[src/rtl/apb_master_arbiter_if.sv]
// rtl/apb_master_arbiter_if.sv - APB bus between the two-requester arbiter and the slave side
interface apb_master_arbiter_if #(
    parameter int ADDR_W = 32,
    parameter int DATA_W = 32
);
    logic                  PSEL;
    logic                  PENABLE;
    logic                  PWRITE;
    logic [ADDR_W-1:0]     PADDR;
    logic [DATA_W-1:0]     PWDATA;
    logic [DATA_W/8-1:0]   PSTRB;
    logic                  PREADY;
    logic                  PSLVERR;
    logic [DATA_W-1:0]     PRDATA;

    modport master (
        output PSEL, PENABLE, PWRITE, PADDR, PWDATA, PSTRB,
        input  PREADY, PSLVERR, PRDATA
    );

    modport slave (
        input  PSEL, PENABLE, PWRITE, PADDR, PWDATA, PSTRB,
        output PREADY, PSLVERR, PRDATA
    );
endinterface

[src/rtl/apb_master_arbiter.sv]
// rtl/apb_master_arbiter.sv - round-robin arbiter placing two requesters onto one APB master port
module apb_master_arbiter #(
    parameter int ADDR_W  = 32,
    parameter int DATA_W  = 32,
    parameter int TIMEOUT = 16
) (
    input  logic                 PCLK,
    input  logic                 PRESETn,
    input  logic                 m0_req,
    input  logic [ADDR_W-1:0]    m0_addr,
    input  logic                 m0_write,
    input  logic [DATA_W-1:0]    m0_wdata,
    input  logic [DATA_W/8-1:0]  m0_strb,
    output logic                 m0_done,
    output logic [DATA_W-1:0]    m0_rdata,
    output logic                 m0_err,
    input  logic                 m1_req,
    input  logic [ADDR_W-1:0]    m1_addr,
    input  logic                 m1_write,
    input  logic [DATA_W-1:0]    m1_wdata,
    input  logic [DATA_W/8-1:0]  m1_strb,
    output logic                 m1_done,
    output logic [DATA_W-1:0]    m1_rdata,
    output logic                 m1_err,
    apb_master_arbiter_if.master apb
);
    localparam logic [1:0] IDLE   = 2'd0;
    localparam logic [1:0] SETUP  = 2'd1;
    localparam logic [1:0] ACCESS = 2'd2;
    localparam logic [1:0] DONE   = 2'd3;

    localparam logic [7:0] WAIT_MAX = 8'(TIMEOUT - 1);

    logic [1:0]          state;
    logic                grant;
    logic                last_grant;
    logic [7:0]          wait_cnt;

    logic                pick;
    logic                sel_write;
    logic [ADDR_W-1:0]   sel_addr;
    logic [DATA_W-1:0]   sel_wdata;
    logic [DATA_W/8-1:0] sel_strb;
    logic                finish;
    logic                fin_err;
    logic [DATA_W-1:0]   fin_rdata;

    // With both requesting, the one not served last wins; a lone requester always wins.
    always_comb begin
        pick      = (m0_req && m1_req) ? ~last_grant : m1_req;
        sel_write = pick ? m1_write : m0_write;
        sel_addr  = pick ? m1_addr  : m0_addr;
        sel_wdata = pick ? m1_wdata : m0_wdata;
        sel_strb  = pick ? m1_strb  : m0_strb;
    end

    // A timeout abort looks like a completion that carries err=1 and no data.
    always_comb begin
        finish    = (state == ACCESS) && (apb.PREADY || (wait_cnt == WAIT_MAX));
        fin_err   = apb.PREADY ? apb.PSLVERR : 1'b1;
        fin_rdata = (apb.PREADY && !apb.PWRITE) ? apb.PRDATA : '0;
    end

    always_ff @(posedge PCLK or negedge PRESETn) begin
        if (!PRESETn) begin
            state       <= IDLE;
            grant       <= 1'b0;
            last_grant  <= 1'b1;
            wait_cnt    <= '0;
            apb.PSEL    <= 1'b0;
            apb.PENABLE <= 1'b0;
            apb.PWRITE  <= 1'b0;
            apb.PADDR   <= '0;
            apb.PWDATA  <= '0;
            apb.PSTRB   <= '0;
            m0_done     <= 1'b0;
            m0_rdata    <= '0;
            m0_err      <= 1'b0;
            m1_done     <= 1'b0;
            m1_rdata    <= '0;
            m1_err      <= 1'b0;
        end else begin
            case (state)
                IDLE: begin
                    if (m0_req || m1_req) begin
                        grant       <= pick;
                        last_grant  <= pick;
                        wait_cnt    <= '0;
                        apb.PSEL    <= 1'b1;
                        apb.PENABLE <= 1'b0;
                        apb.PWRITE  <= sel_write;
                        apb.PADDR   <= sel_addr;
                        apb.PWDATA  <= sel_wdata;
                        apb.PSTRB   <= sel_write ? sel_strb : '0;
                        state       <= SETUP;
                    end
                end
                SETUP: begin
                    apb.PENABLE <= 1'b1;
                    state       <= ACCESS;
                end
                ACCESS: begin
                    if (finish) begin
                        apb.PSEL    <= 1'b0;
                        apb.PENABLE <= 1'b0;
                        if (grant) begin
                            m1_done  <= 1'b1;
                            m1_rdata <= fin_rdata;
                            m1_err   <= fin_err;
                        end else begin
                            m0_done  <= 1'b1;
                            m0_rdata <= fin_rdata;
                            m0_err   <= fin_err;
                        end
                        state <= DONE;
                    end else begin
                        wait_cnt <= wait_cnt + 8'd1;
                    end
                end
                DONE: begin
                    m0_done  <= 1'b0;
                    m0_rdata <= '0;
                    m0_err   <= 1'b0;
                    m1_done  <= 1'b0;
                    m1_rdata <= '0;
                    m1_err   <= 1'b0;
                    state    <= IDLE;
                end
                default: state <= IDLE;
            endcase
        end
    end
endmodule

[src/flat_wrapper.sv]
// flat-port wrapper written by rule: the top's interface ports become plain ports
module apb_master_arbiter_flat 
#(
    parameter int ADDR_W  = 32,
    parameter int DATA_W  = 32,
    parameter int TIMEOUT = 16
)
  (PCLK, PRESETn, m0_req, m0_addr, m0_write, m0_wdata, m0_strb, m0_done, m0_rdata, m0_err, m1_req, m1_addr, m1_write, m1_wdata, m1_strb, m1_done, m1_rdata, m1_err, apb_PSEL, apb_PENABLE, apb_PWRITE, apb_PADDR, apb_PWDATA, apb_PSTRB, apb_PREADY, apb_PSLVERR, apb_PRDATA);
  apb_master_arbiter_if #(.ADDR_W(ADDR_W), .DATA_W(DATA_W)) apb_i ();
  input  logic PCLK;
  input  logic PRESETn;
  input  logic m0_req;
  input  logic [ADDR_W-1:0] m0_addr;
  input  logic m0_write;
  input  logic [DATA_W-1:0] m0_wdata;
  input  logic [DATA_W/8-1:0] m0_strb;
  output logic m0_done;
  output logic [DATA_W-1:0] m0_rdata;
  output logic m0_err;
  input  logic m1_req;
  input  logic [ADDR_W-1:0] m1_addr;
  input  logic m1_write;
  input  logic [DATA_W-1:0] m1_wdata;
  input  logic [DATA_W/8-1:0] m1_strb;
  output logic m1_done;
  output logic [DATA_W-1:0] m1_rdata;
  output logic m1_err;
  output wire logic [$bits(apb_i.PSEL)-1:0] apb_PSEL;
  output wire logic [$bits(apb_i.PENABLE)-1:0] apb_PENABLE;
  output wire logic [$bits(apb_i.PWRITE)-1:0] apb_PWRITE;
  output wire logic [$bits(apb_i.PADDR)-1:0] apb_PADDR;
  output wire logic [$bits(apb_i.PWDATA)-1:0] apb_PWDATA;
  output wire logic [$bits(apb_i.PSTRB)-1:0] apb_PSTRB;
  input wire logic [$bits(apb_i.PREADY)-1:0] apb_PREADY;
  input wire logic [$bits(apb_i.PSLVERR)-1:0] apb_PSLVERR;
  input wire logic [$bits(apb_i.PRDATA)-1:0] apb_PRDATA;
  assign apb_PSEL = apb_i.PSEL;
  assign apb_PENABLE = apb_i.PENABLE;
  assign apb_PWRITE = apb_i.PWRITE;
  assign apb_PADDR = apb_i.PADDR;
  assign apb_PWDATA = apb_i.PWDATA;
  assign apb_PSTRB = apb_i.PSTRB;
  assign apb_i.PREADY = apb_PREADY;
  assign apb_i.PSLVERR = apb_PSLVERR;
  assign apb_i.PRDATA = apb_PRDATA;
  apb_master_arbiter #(.ADDR_W(ADDR_W), .DATA_W(DATA_W), .TIMEOUT(TIMEOUT)) u_core (.PCLK(PCLK), .PRESETn(PRESETn), .m0_req(m0_req), .m0_addr(m0_addr), .m0_write(m0_write), .m0_wdata(m0_wdata), .m0_strb(m0_strb), .m0_done(m0_done), .m0_rdata(m0_rdata), .m0_err(m0_err), .m1_req(m1_req), .m1_addr(m1_addr), .m1_write(m1_write), .m1_wdata(m1_wdata), .m1_strb(m1_strb), .m1_done(m1_done), .m1_rdata(m1_rdata), .m1_err(m1_err), .apb(apb_i));
endmodule
[config.mk]
export PLATFORM = sky130hd
export DESIGN_NAME = apb_master_arbiter_flat
export DESIGN_NICKNAME = d
export VERILOG_FILES = /design/src/rtl/apb_master_arbiter_if.sv /design/src/rtl/apb_master_arbiter.sv /design/src/flat_wrapper.sv
export SDC_FILE = /design/constraint.sdc
export NUM_CORES = 1
export LEC_CHECK = 0
export BUFFER_PORTS_ARGS = -buffer_cell sky130_fd_sc_hd__buf_2
export CORE_MARGIN = 4
export CORE_UTILIZATION = 47
export DETAILED_ROUTE_END_ITERATION = 8
export PLACE_DENSITY = 0.86
export SETUP_SLACK_MARGIN = 0.2
export SLEW_MARGIN = 20
export SYNTH_ARGS = -nofsm -noshare
export SYNTH_HDL_FRONTEND = slang
export SYNTH_SLANG_ARGS = --single-unit
[constraint.sdc]
create_clock -name PCLK -period 2 [get_ports PCLK]
set_input_delay 0 -clock PCLK [delete_from_list [all_inputs] [get_ports PCLK]]
set_output_delay 0 -clock PCLK [all_outputs]
set_load 0.02 [all_outputs]
==> reports/metrics.csv, run 1 <==
stage,metric,value,unit
detailed_routing,detailed-route wire length,30200,um
grt,initial antenna violation count,3,
placement,setup slack at placement,123,ps
timing,"Slew Viols, Final",0,
timing,Final Setup Violations,0,
detailed_routing,vias after detailed routing,7751,
clocking,Root Buffer,clkbuf_16,
timing,period utilization,93.1,%
timing,Clock Skews,10.3,ps
yosys,Synth Warn #,0,
layout,Final Instance Area,0.0114,mm2
detailed_routing,antenna-violating nets left,0,
timing,setup_tns,0,ps
placement,DP HPWL,15200,um
yosys,synthesized area,0.00689,mm2
timing,Final Critical Period,1860,ps
clocking,"Clk pin slew, worst setup/hold paths",60,ps
detailed_routing,Vias/cell,5.77,
placement,Routability Congestion,0.848,
yosys,"flops & latches, synth",151,
floorplan,io pins,315,
grt,gr ovfl total,0,
yosys,leading area contributor after synthesis,dfrtp_1,
yosys,synth top area cells,"dfrtp_1 54%, mux2i_1 20%, nand2_1 9.6%",
placement,placed cell areas,0.00876,mm2
hold_path,Hold Path End,u_core.m0_err,
yosys,syn avg cell area,10.8,um2
detailed_routing,Top Layer Used,met5,
timing,worst slew pin tran,510,ps
clocking,deepest clock path buffer count,2,
floorplan,initial core utilization,48.9,%
hold_path,min-delay src,apb_PREADY,
detailed_routing,M1 wire length,9850,um
clocking,CTS tree,done,
clocking,htree depth,4,
placement,I/O Buffers,314,
clocking,# clock sinks,151,
hold_path,Worst Hold Path Cells,3,
grt,Total GRT Usage,34.3,%
clocking,Worst-Skew Late Latency,420,ps
power_and_ir_drop,VDD IR-drop max,825,uV
layout,share of cells above drive strength 1,35.5,%
grt,vias in the first global route,8123,
timing,final hold violations,0,
detailed_routing,DR pass1 iterations,5,
detailed_routing,wire per inst,22.5,um
timing,RSZ-0062 raised after global routing,true,
critical_path,r2r worst-path depth,6,
critical_path,CP Cell Sequence,"nor4_4, a21oi_4, nor3_4, buf_12, buf_16, mux2i_1",
critical_path,critical path required time,2320,ps
power_and_ir_drop,pwr dens,1350,mW/mm2
floorplan,Core Area,0.0141,mm2
critical_path,Crit Path Class,flip-flop to flip-flop,
floorplan,Die Y-Extent,129,um
floorplan,# rows,43,
timing,worst relative slew slack,66.0,%
detailed_routing,met2 wire length,14900,um
critical_path,Worst R2R End,u_core.m0_rdata[18],
critical_path,CP max FO,5,
layout,Final #Nets,1321,
critical_path,worst flop-to-flop path startpoint,u_core.wait_cnt[5],
critical_path,crit path capture type,flip-flop,
clocking,Num CTS Buffers,17,
timing,fmax,0.537,GHz
yosys,Mapped Cells,637,
critical_path,worst path arrival time,2180,ps
floorplan,Die X,129,um
critical_path,Crit-path slowest cell,dfrtp_2,
detailed_routing,drc violations,0,
timing,Setup WS post-layout,138,ps
layout,synth-to-layout area growth,65.7,%
grt,largest net degree at the start of global routing,54,
yosys,Mapped Nets,818,
floorplan,DIE AREA,0.0167,mm2
critical_path,CP peak stage delay,440,ps
yosys,Yosys cell types,40,
hold_path,worst hold path type,input pin to flip-flop,
flow_run,MaxCap Viol Count,0,
yosys,area share of the largest cell type after synthesis,54.5,%
detailed_routing,DR iter-0 viols,622,
grt,first-pass GRT wire length,43800,um
power_and_ir_drop,Lkg Pwr,5.71,nW
status,status,finished clean,
critical_path,worst reg-to-reg setup slack,140,ps
yosys,"Seq/Total Area, Yosys",54.8,%
detailed_routing,metal3 WL,3120,um
critical_path,type of origin of the critical path,flip-flop,
## power by group
group | switching [mW] | internal, mW | leakage, nW | total (mW)
clock network | 1.31 | 1.70 | 0.259 | 3.01
logic | 4.55 | 2.64 | 3.48 | 7.19
registers | 0.905 | 4.26 | 1.97 | 5.16
## what timing repair did
item / in CTS / in global routing
gates cloned: 1 / 4
hold buffers: 172 / 0
setup endpoints to repair: 52 / 99
setup buffers: 2 / 13
endpoints found under the hold margin: 285 / 0
pin swaps: 2 / 5
resized for setup: 3 / 17
## cell type report
type                       instances  area (um2)
clock buffer                      19         433
antenna                           11        27.5
fill                             707        2680
tap                              180         225
clock inverter                    12         108
inverter                           7        26.3
multi-input combinational        436        2920
sequential                       151        3780
timing repair buffer             527        3890
## placed cells by master, fill, tap and decap left out, types with 3 or more instances in the layout
cell,instances
diode_2,11
dlygate4sd3_1,172
a21oi_1,6
a41oi_1,3
mux2i_2,3
dfrtp_1,149
o21ai_0,71
buf_6,5
clkinv_2,4
clkinvlp_4,3
mux2i_1,132
nand2_1,175
buf_4,18
clkbuf_16,21
buf_2,313
clkinv_4,4
a31oi_1,6
nand3_1,5
ha_2,3
inv_1,7
buf_12,13
## stage by stage
step,hold slack (ps),total power [mW],util (%),std cells
2_1_floorplan,-296,8.74,-,637
3_3_place_gp,-10.3,10.9,62.2,1109
3_5_place_dp,-12.9,11.1,62.2,1109
4_1_cts,1.09,14.4,78.6,1315
5_1_grt,44.8,16.0,80.8,1334
6_report,12.4,15.4,81.0,1343
## cell usage after synthesis, drive strengths merged
cell / number
a2111oi: 1
a21boi: 1
a21o: 1
a21oi: 7
a22o: 1
a2bb2oi: 1
a31o: 1
a31oi: 6
a41oi: 3
and3: 3
buf: 23
clkbuf: 20
dfrtp: 150
dfstp: 1
ha: 5
inv: 7
mux2: 1
mux2i: 137
nand2: 176
nand2b: 2
nand3: 5
nand3b: 1
nor2: 2
nor2b: 1
nor3: 1
nor3b: 2
nor4: 1
o21a: 1
o21ai: 73
o221ai: 1
o22a: 1
or2: 1
## worst max path at each step
stage | start | to | slack [ps] | depth (start not counted)
2_1_floorplan | u_core.state[0] | u_core.wait_cnt[4] | 200 | 7
3_3_place_gp | u_core.wait_cnt[4] | u_core.state[1] | 210 | 4
3_5_place_dp | u_core.wait_cnt[4] | u_core.state[1] | 120 | 4
4_1_cts | u_core.wait_cnt[0] | u_core.m0_rdata[8] | 210 | 7
5_1_grt | u_core.wait_cnt[5] | u_core.m0_rdata[18] | 30 | 6
6_report | u_core.wait_cnt[5] | u_core.m0_rdata[18] | 140 | 6
## worst max-delay path: cells and delay by family (launching register included)
kind / cells / cell delay, ps
AO/OA/AOI/OAI: 1 / 140
buffers and inverters: 2 / 300
flip-flops: 1 / 440
multiplexers: 1 / 270
AND/OR/NAND/NOR: 2 / 600
## kinds of logic after synthesis
logic type,count (synthesis),share of synthesized area (%)
AND/OR/NAND/NOR,195,11.7
adder cells (fa/ha/maj),5,0.908
multiplexers,138,20.1
buffers and inverters,50,4.19
AO/OA/AOI/OAI,98,8.26
flip-flops,151,54.8
## sequential cells by signal, indices dropped and copies added (netlist names)
register	cells
u_core.m1_err	1
u_core.m1_done	1
u_core.m1_rdata	32
u_core.last_grant	1
u_core.wait_cnt	8
u_core.m0_rdata	32
u_core.state	2
u_core.apb.PSEL	1
u_core.apb.PWRITE	1
u_core.grant	1
u_core.apb.PENABLE	1
u_core.apb.PWDATA	32
u_core.apb.PSTRB	4
u_core.apb.PADDR	32
u_core.m0_done	1
u_core.m0_err	1
## metal layers
layer	up-vias	global-route usage, %
li1	3194	-
met1	3675	37.1
met2	673	56.6
met3	207	11.4
met4	2	24.6
met5	-	0
(Power assumes the default switching activity.)
==> inputs of run 2 (changes only) <==
--- a/config.mk
+++ b/config.mk
@@ -5,11 +5,12 @@
 export SDC_FILE = /design/constraint.sdc
 export NUM_CORES = 1
 export LEC_CHECK = 0
+export ABC_AREA = 1
 export BUFFER_PORTS_ARGS = -buffer_cell sky130_fd_sc_hd__buf_2
-export CORE_MARGIN = 4
-export CORE_UTILIZATION = 47
+export CORE_AREA = 2 2 122 124
 export DETAILED_ROUTE_END_ITERATION = 8
-export PLACE_DENSITY = 0.86
+export DIE_AREA = 0 0 124 126
+export PLACE_DENSITY = 0.85
 export SETUP_SLACK_MARGIN = 0.2
 export SLEW_MARGIN = 20
 export SYNTH_ARGS = -nofsm -noshare
==> run 2 against run 1 <==
First-iteration DRC count increased by 36%. Via count increased by 4.6%. Final area decreased by 6.1%. Die area decreased by 6.2%. Sequential power increased by 2%. Largest cell class is now sequential cells.
==> reports/metrics.csv, run 2 <==
stage,metric,value,unit,change
status,status,finished clean,,unchanged
yosys,Yosys cell types,25,,was 40
critical_path,type of origin of the critical path,flip-flop,,unchanged
power_and_ir_drop,Clk network pwr share,19.4,%,was 19.6%
detailed_routing,antenna-violating nets left,0,,unchanged
grt,gr ovfl total,0,,unchanged
floorplan,Die Y-Extent,126,um,was 129 um
floorplan,Die X,124,um,was 129 um
yosys,"Seq/Total Area, Yosys",57.7,%,was 54.8%
power_and_ir_drop,Lkg Pwr,5.48,nW,was 5.71 nW
clocking,# clock sinks,151,,unchanged
yosys,number of flops mapped to enable cells by yosys,0,,unchanged
detailed_routing,DR pass1 iterations,6,,was 5
clocking,Worst-Skew Late Latency,420,ps,about the same
layout,"commonest non-fill, non-tap cells in the layout","313 x buf_2, 237 x nand2_1, 172 x dlygate4sd3_1",,"was 313 x buf_2, 175 x nand2_1, 172 x dlygate4sd3_1"
grt,largest net degree at the start of global routing,73,,was 54
timing,Clock Skews,19.7,ps,was 10.3 ps
grt,vias in the first global route,8326,,"was 8,123"
timing,final hold violations,0,,unchanged
flow_run,MaxCap Viol Count,0,,unchanged
yosys,"Primary FF master, synth",dfrtp_1,,unchanged
grt,first-pass GRT wire length,41600,um,"was 43,800 um"
yosys,leading area contributor after synthesis,dfrtp_1,,unchanged
clocking,"Clk pin slew, worst setup/hold paths",70,ps,was 60 ps
clocking,htree depth,4,,unchanged
power_and_ir_drop,Overall Power,16.2,mW,was 15.4 mW
layout,share of cells above drive strength 1,30.8,%,was 35.5%
critical_path,r2r worst-path depth,7,,was 6
power_and_ir_drop,VDD IR-drop max,892,uV,was 825 uV
yosys,Post-synth top cells,"238 x nand2_1, 150 x dfrtp_1, 147 x o21ai_0",,"was 176 x nand2_1, 150 x dfrtp_1, 137 x mux2i_1"
hold_path,Hold Path End,u_core.m1_err,,was u_core.m0_err
detailed_routing,DR iter-0 viols,843,,was 622
detailed_routing,vias after detailed routing,8111,,"was 7,751"
layout,Final #Nets,1416,,"was 1,321"
power_and_ir_drop,internal power,8.74,mW,was 8.60 mW
clocking,Root Buffer,clkbuf_16,,unchanged
detailed_routing,Vias/cell,5.64,,was 5.77
detailed_routing,detailed-route wire length,27900,um,"was 30,200 um"
hold_path,Worst Hold Path Cells,4,,was 3
clocking,deepest clock path buffer count,2,,unchanged
timing,Final Setup Violations,0,,unchanged
placement,Routability Congestion,0.893,,was 0.848
critical_path,worst flop-to-flop path startpoint,u_core.state[0],,was u_core.wait_cnt[5]
grt,initial antenna violation count,5,,was 3
yosys,synth top area cells,"dfrtp_1 57%, nand2_1 14%, o21ai_0 11%",,"was dfrtp_1 54%, mux2i_1 20%, nand2_1 9.6%"
timing,setup_tns,0,ps,unchanged
yosys,Synth Warn #,0,,unchanged
floorplan,io pins,315,,unchanged
layout,multi-input logic area,0.00250,mm2,was 0.00292 mm2
critical_path,critical path required time,2310,ps,was 2320 ps
timing,RSZ-0062 raised after global routing,true,,unchanged
yosys,syn avg cell area,8.61,um2,was 10.8 um2
power_and_ir_drop,pwr dens,1510,mW/mm2,was 1350 mW/mm2
yosys,area share of the largest cell type after synthesis,57.3,%,was 54.5%
critical_path,Crit Path Class,flip-flop to flip-flop,,unchanged
yosys,post-synthesis async set-or-reset flop share,100,%,unchanged
detailed_routing,wire per inst,19.4,um,was 22.5 um
hold_path,min-delay src,apb_PREADY,,unchanged
detailed_routing,drc violations,0,,unchanged
yosys,synthesized area,0.00655,mm2,was 0.00689 mm2
power_and_ir_drop,switch share,46.2,%,was 44.0%
power_and_ir_drop,Seq pwr share,32.4,%,was 33.6%
layout,Reg area,0.00378,mm2,about the same
floorplan,# rows,44,,was 43
clocking,CTS tree,done,,unchanged
placement,DP HPWL,14000,um,"was 15,200 um"
timing,worst slew pin tran,610,ps,was 510 ps
placement,I/O Buffers,314,,unchanged
layout,synth-to-layout area growth,63.5,%,was 65.7%
critical_path,worst path arrival time,2070,ps,was 2180 ps
grt,Total GRT Usage,34.7,%,was 34.3%
floorplan,initial core utilization,45.8,%,was 48.9%
yosys,"flops & latches, synth",151,,unchanged
timing,worst relative slew slack,59.3,%,was 66.0%
critical_path,Worst R2R End,u_core.apb.PWDATA[0],,was u_core.m0_rdata[18]
clocking,setup repair bufs after CTS,0,,was 2
yosys,cell with the most instances after synthesis,nand2_1,,unchanged
floorplan,Core Area,0.0143,mm2,was 0.0141 mm2
timing,Final Critical Period,1760,ps,was 1860 ps
timing,fmax,0.568,GHz,was 0.537 GHz
power_and_ir_drop,Sw Pwr,7.49,mW,was 6.76 mW
floorplan,DIE AREA,0.0156,mm2,was 0.0167 mm2
timing,"Slew Viols, Final",0,,unchanged
hold_path,worst hold path type,input pin to flip-flop,,unchanged
yosys,Mapped Nets,942,,was 818
timing,period utilization,88.0,%,was 93.1%
critical_path,worst reg-to-reg setup slack,240,ps,was 140 ps
layout,"commonest non-fill, non-tap cell in the layout",buf_2,,unchanged
critical_path,crit path capture type,flip-flop,,unchanged
layout,fill count,831,,was 707
critical_path,CP max FO,33,,was 5
clocking,Num CTS Buffers,17,,unchanged
power_and_ir_drop,Combinational Power Share,48.2,%,was 46.8%
yosys,Mapped Cells,761,,was 637
## run 2: power groups by stage
stage / combinational, mW / sequential, mW / clock, mW
6_report: 7.82 / 5.26 / 3.15
5_1_grt: 8.38 / 5.35 / 3.35
4_1_cts: 7.14 / 5.09 / 3.16
3_5_place_dp: 6.86 / 5.09 / 0
3_3_place_gp: 6.66 / 5.07 / 0
2_1_floorplan: 3.00 / 6.54 / 0
## run 2: cells by family after synthesis
kind of cell / after synthesis / synth area share (%)
buffers and inverters: 63 / 4.62
adder cells (fa/ha/maj): 5 / 0.955
flip-flops: 151 / 57.7
AND/OR/NAND/NOR: 332 / 19.9
AO/OA/AOI/OAI: 210 / 16.8
## run 2: stage by stage
step	area (um2)	hold WS, ps	util (%)	worst slack [ps]	instances
2_1_floorplan	6550	-296	-	433	761
3_3_place_gp	8330	30.4	58.2	326	1226
3_5_place_dp	8330	37.4	58.2	292	1226
4_1_cts	10600	67.7	74.3	268	1430
5_1_grt	10700	109	74.8	180	1436
6_report	10700	89.1	74.9	239	1437
## run 2: timing repair
item,4_1_cts,5_1_grt
hold buffers,172,0
resized for setup,0,13
endpoints found under the setup margin,0,111
hold endpoints to repair,198,0
## run 2: worst max-delay path by stage
stage,start,end,slack (ps),cells after the start
detailed placement,u_core.state[0],u_core.m1_rdata[23],290,8
global route,u_core.state[0],u_core.m1_rdata[14],180,8
finish,u_core.state[0],u_core.apb.PWDATA[0],240,7
CTS,u_core.last_grant,u_core.apb.PSTRB[1],270,9
global placement,u_core.last_grant,u_core.apb.PSTRB[1],330,9
floorplan,u_core.state[0],u_core.m0_rdata[10],430,9
## run 2: routing by layer
metal	vias to the layer above	wire length, um	global-route usage, %	part of all wire (%)
li1	3441	-	-	-
met1	3731	9440	37.8	34
met2	727	13300	57.2	48
met3	212	3110	10.5	11
met4	0	2080	24.0	7.5
met5	-	0	0	0
## run 2: final cells by class
type	count	share of cell area, %
Sequential cell	151	35.3
Timing Repair Buffer	500	33.1
Multi-Input combinational cell	547	23.3
Clock buffer	18	4.10
Tap cell	184	2.15
Clock inverter	14	1.28
Inverter	18	0.654
Antenna cell	5	0.117
## run 2: critical path, cell delays in order (launching register included)
cell	delay (ps)
dfrtp_1	410
inv_1	100
ha_2	240
o21ai_4	90
inv_2	110
buf_12	190
o21ai_0	200
o21ai_1	290
==> inputs of run 3 (changes only) <==
--- a/config.mk
+++ b/config.mk
@@ -12,7 +12,7 @@
 export DIE_AREA = 0 0 124 126
 export PLACE_DENSITY = 0.85
 export SETUP_SLACK_MARGIN = 0.2
-export SLEW_MARGIN = 20
+export SLEW_MARGIN = 10
 export SYNTH_ARGS = -nofsm -noshare
 export SYNTH_HDL_FRONTEND = slang
 export SYNTH_SLANG_ARGS = --single-unit
==> constraint.sdc (replaced) <==
create_clock -name PCLK -period 2.05 [get_ports PCLK]
set_input_delay 0 -clock PCLK [delete_from_list [all_inputs] [get_ports PCLK]]
set_output_delay 0 -clock PCLK [all_outputs]
set_load 0.02 [all_outputs]
==> run 3 against run 2 <==
Register-to-register slack worse by 30 ps. Non-clock buffer count up 4. Utilization increased by 0.56 points.
==> reports/metrics.csv, run 3 (synthesized netlist as in run 2, its figures left out) <==
stage,metric,value,unit,change
power_and_ir_drop,pwr dens,1510,mW/mm2,about the same
floorplan,io pins,315,,unchanged
detailed_routing,DR iter-0 viols,889,,was 843
critical_path,Crit-path slowest cell,dfrtp_1,,unchanged
grt,first-pass GRT wire length,41800,um,"was 41,600 um"
floorplan,# rows,44,,unchanged
floorplan,initial core utilization,45.8,%,unchanged
layout,"commonest non-fill, non-tap cell in the layout",buf_2,,unchanged
grt,largest net degree at the start of global routing,73,,unchanged
floorplan,Core Area,0.0143,mm2,unchanged
timing,Clock Skews,14.0,ps,was 19.7 ps
detailed_routing,DR pass1 iterations,6,,unchanged
clocking,"Clk pin slew, worst setup/hold paths",70,ps,about the same
placement,I/O Buffers,314,,unchanged
timing,worst slew pin tran,573,ps,was 610 ps
timing,Final Critical Period,1840,ps,was 1760 ps
critical_path,CP Cell Sequence,"inv_1, ha_1, o21ai_4, inv_4, buf_12, o21ai_0, o21ai_1",,"was inv_1, ha_2, o21ai_4, inv_2, buf_12, o21ai_0, o21ai_1"
timing,worst relative slew slack,61.8,%,was 59.3%
power_and_ir_drop,Lkg Pwr,5.53,nW,was 5.48 nW
critical_path,crit path buf inv count,3,,unchanged
timing,Hold WS,51.4,ps,was 89.1 ps
hold_path,Worst Hold Path Cells,5,,was 4
detailed_routing,wire per inst,20.0,um,was 19.4 um
detailed_routing,drc violations,0,,unchanged
timing,setup_tns,0,ps,unchanged
clocking,htree depth,4,,unchanged
timing,final hold violations,0,,unchanged
critical_path,worst path arrival time,2140,ps,was 2070 ps
critical_path,CP top delay family,compound AO/OA/AOI/OAI gates,,unchanged
critical_path,critical path required time,2350,ps,was 2310 ps
placement,Routability Congestion,0.895,,was 0.893
grt,gr ovfl total,0,,unchanged
critical_path,crit path capture type,flip-flop,,unchanged
layout,"commonest non-fill, non-tap cells in the layout","313 x buf_2, 237 x nand2_1, 171 x dlygate4sd3_1",,"was 313 x buf_2, 237 x nand2_1, 172 x dlygate4sd3_1"
detailed_routing,Vias/cell,5.68,,was 5.64
status,status,finished clean,,unchanged
layout,Final #Nets,1420,,"was 1,416"
timing,period utilization,89.8,%,was 88.0%
hold_path,worst hold path type,input pin to flip-flop,,unchanged
layout,multi-input logic area,0.00250,mm2,about the same
clocking,CTS tree,done,,unchanged
layout,Final Instance Area,0.0108,mm2,was 0.0107 mm2
placement,placed cell areas,0.00836,mm2,was 0.00833 mm2
detailed_routing,Top Layer Used,met4,,unchanged
detailed_routing,M1 wire length,9580,um,was 9440 um
critical_path,CP max FO,26,,was 33
layout,share of cells above drive strength 1,31.0,%,was 30.8%
clocking,# clock sinks,151,,unchanged
grt,vias in the first global route,8219,,"was 8,326"
detailed_routing,metal3 WL,3510,um,was 3110 um
floorplan,Die X,124,um,unchanged
flow_run,MaxCap Viol Count,0,,unchanged
floorplan,Die Y-Extent,126,um,unchanged
layout,Reg area,0.00378,mm2,unchanged
detailed_routing,detailed-route wire length,28800,um,"was 27,900 um"
timing,RSZ-0062 raised after global routing,true,,unchanged
layout,utilization after layout,75.4,%,was 74.9%
timing,fmax,0.543,GHz,was 0.568 GHz
detailed_routing,vias after detailed routing,8177,,"was 8,111"
clocking,setup repair bufs after CTS,0,,unchanged
timing,Final Setup Violations,0,,unchanged
placement,DP HPWL,14200,um,"was 14,000 um"
grt,initial antenna violation count,4,,was 5
clocking,Worst-Skew Late Latency,420,ps,about the same
clocking,deepest clock path buffer count,2,,unchanged
layout,synth-to-layout area growth,64.7,%,was 63.5%
critical_path,CP peak stage delay,400,ps,was 410 ps
floorplan,DIE AREA,0.0156,mm2,unchanged
timing,"Slew Viols, Final",0,,unchanged
detailed_routing,met2 wire length,13500,um,"was 13,300 um"
grt,Total GRT Usage,35.1,%,was 34.7%
critical_path,type of origin of the critical path,flip-flop,,unchanged
detailed_routing,antenna-violating nets left,0,,unchanged
power_and_ir_drop,VDD IR-drop max,840,uV,was 892 uV
clocking,Num CTS Buffers,17,,unchanged
layout,fill count,831,,unchanged
clocking,Root Buffer,clkbuf_16,,unchanged
critical_path,WP depth,7,,unchanged
critical_path,Crit Path Class,flip-flop to flip-flop,,unchanged
critical_path,r2r worst-path depth,7,,unchanged
run 3: path summary, 6_finish.rpt:
| path | end | slack, ps | start |
|---|---|---|---|
| worst max-delay path | u_core.apb.PADDR[17] | 210 | u_core.state[1] |
| worst min-delay path | u_core.apb.PWRITE | 50 | m0_write |
| worst max register to register | u_core.apb.PADDR[17] | 210 | u_core.state[1] |
| worst min register to register | u_core.last_grant | 470 | u_core.last_grant |
| max in group asynchronous | u_core.last_grant | 1250 | PRESETn |
| min in group asynchronous | u_core.m1_rdata[23] | 130 | PRESETn |
run 3: per-layer routing:
metal	global-route usage (%)	vias up
met2	56.7	766
met4	24.9	0
met3	9.92	218
li1	-	3448
met1	39.6	3745
met5	0	-
run 3: worst register-to-register path, cell delays in order, from the launching register on:
cell and delay, ps:
dfrtp_1 400, inv_1 100, ha_1 290, o21ai_4 120, inv_4 190, buf_12 200, o21ai_0 130, o21ai_1 300
run 3: layout make-up:
type                    count  share of cell area (%)
flip-flops and latches    151                    35.0
clock buffers              20                    4.32
diodes                      4                  0.0927
repair buffers            504                    33.1
inverters                  18                   0.672
well taps                 184                    2.13
multi-input cells         547                    23.1
clock inverters            12                    1.54
run 3: where the power goes:
group / total, mW / switching (mW) / internal (mW)
sequential: 5.16 / 0.901 / 4.26
combinational: 7.74 / 5.18 / 2.56
clock: 3.35 / 1.32 / 2.03
total: 16.3 / 7.40 / 8.86
run 3: what timing repair did:
item                                   in CTS  in global routing
hold buffers                              171                  0
resized for setup                           0                 14
endpoints found under the hold margin     191                  0
setup endpoints to repair                   0                111
run 3: metrics by stage:
step / instances / power (mW) / setup slack, ps
floorplan: 761 / 9.31 / 483
global placement: 1231 / 11.4 / 380
detailed placement: 1231 / 11.6 / 301
CTS: 1434 / 15.2 / 286
global route: 1440 / 17.0 / 145
finish: 1440 / 16.3 / 209
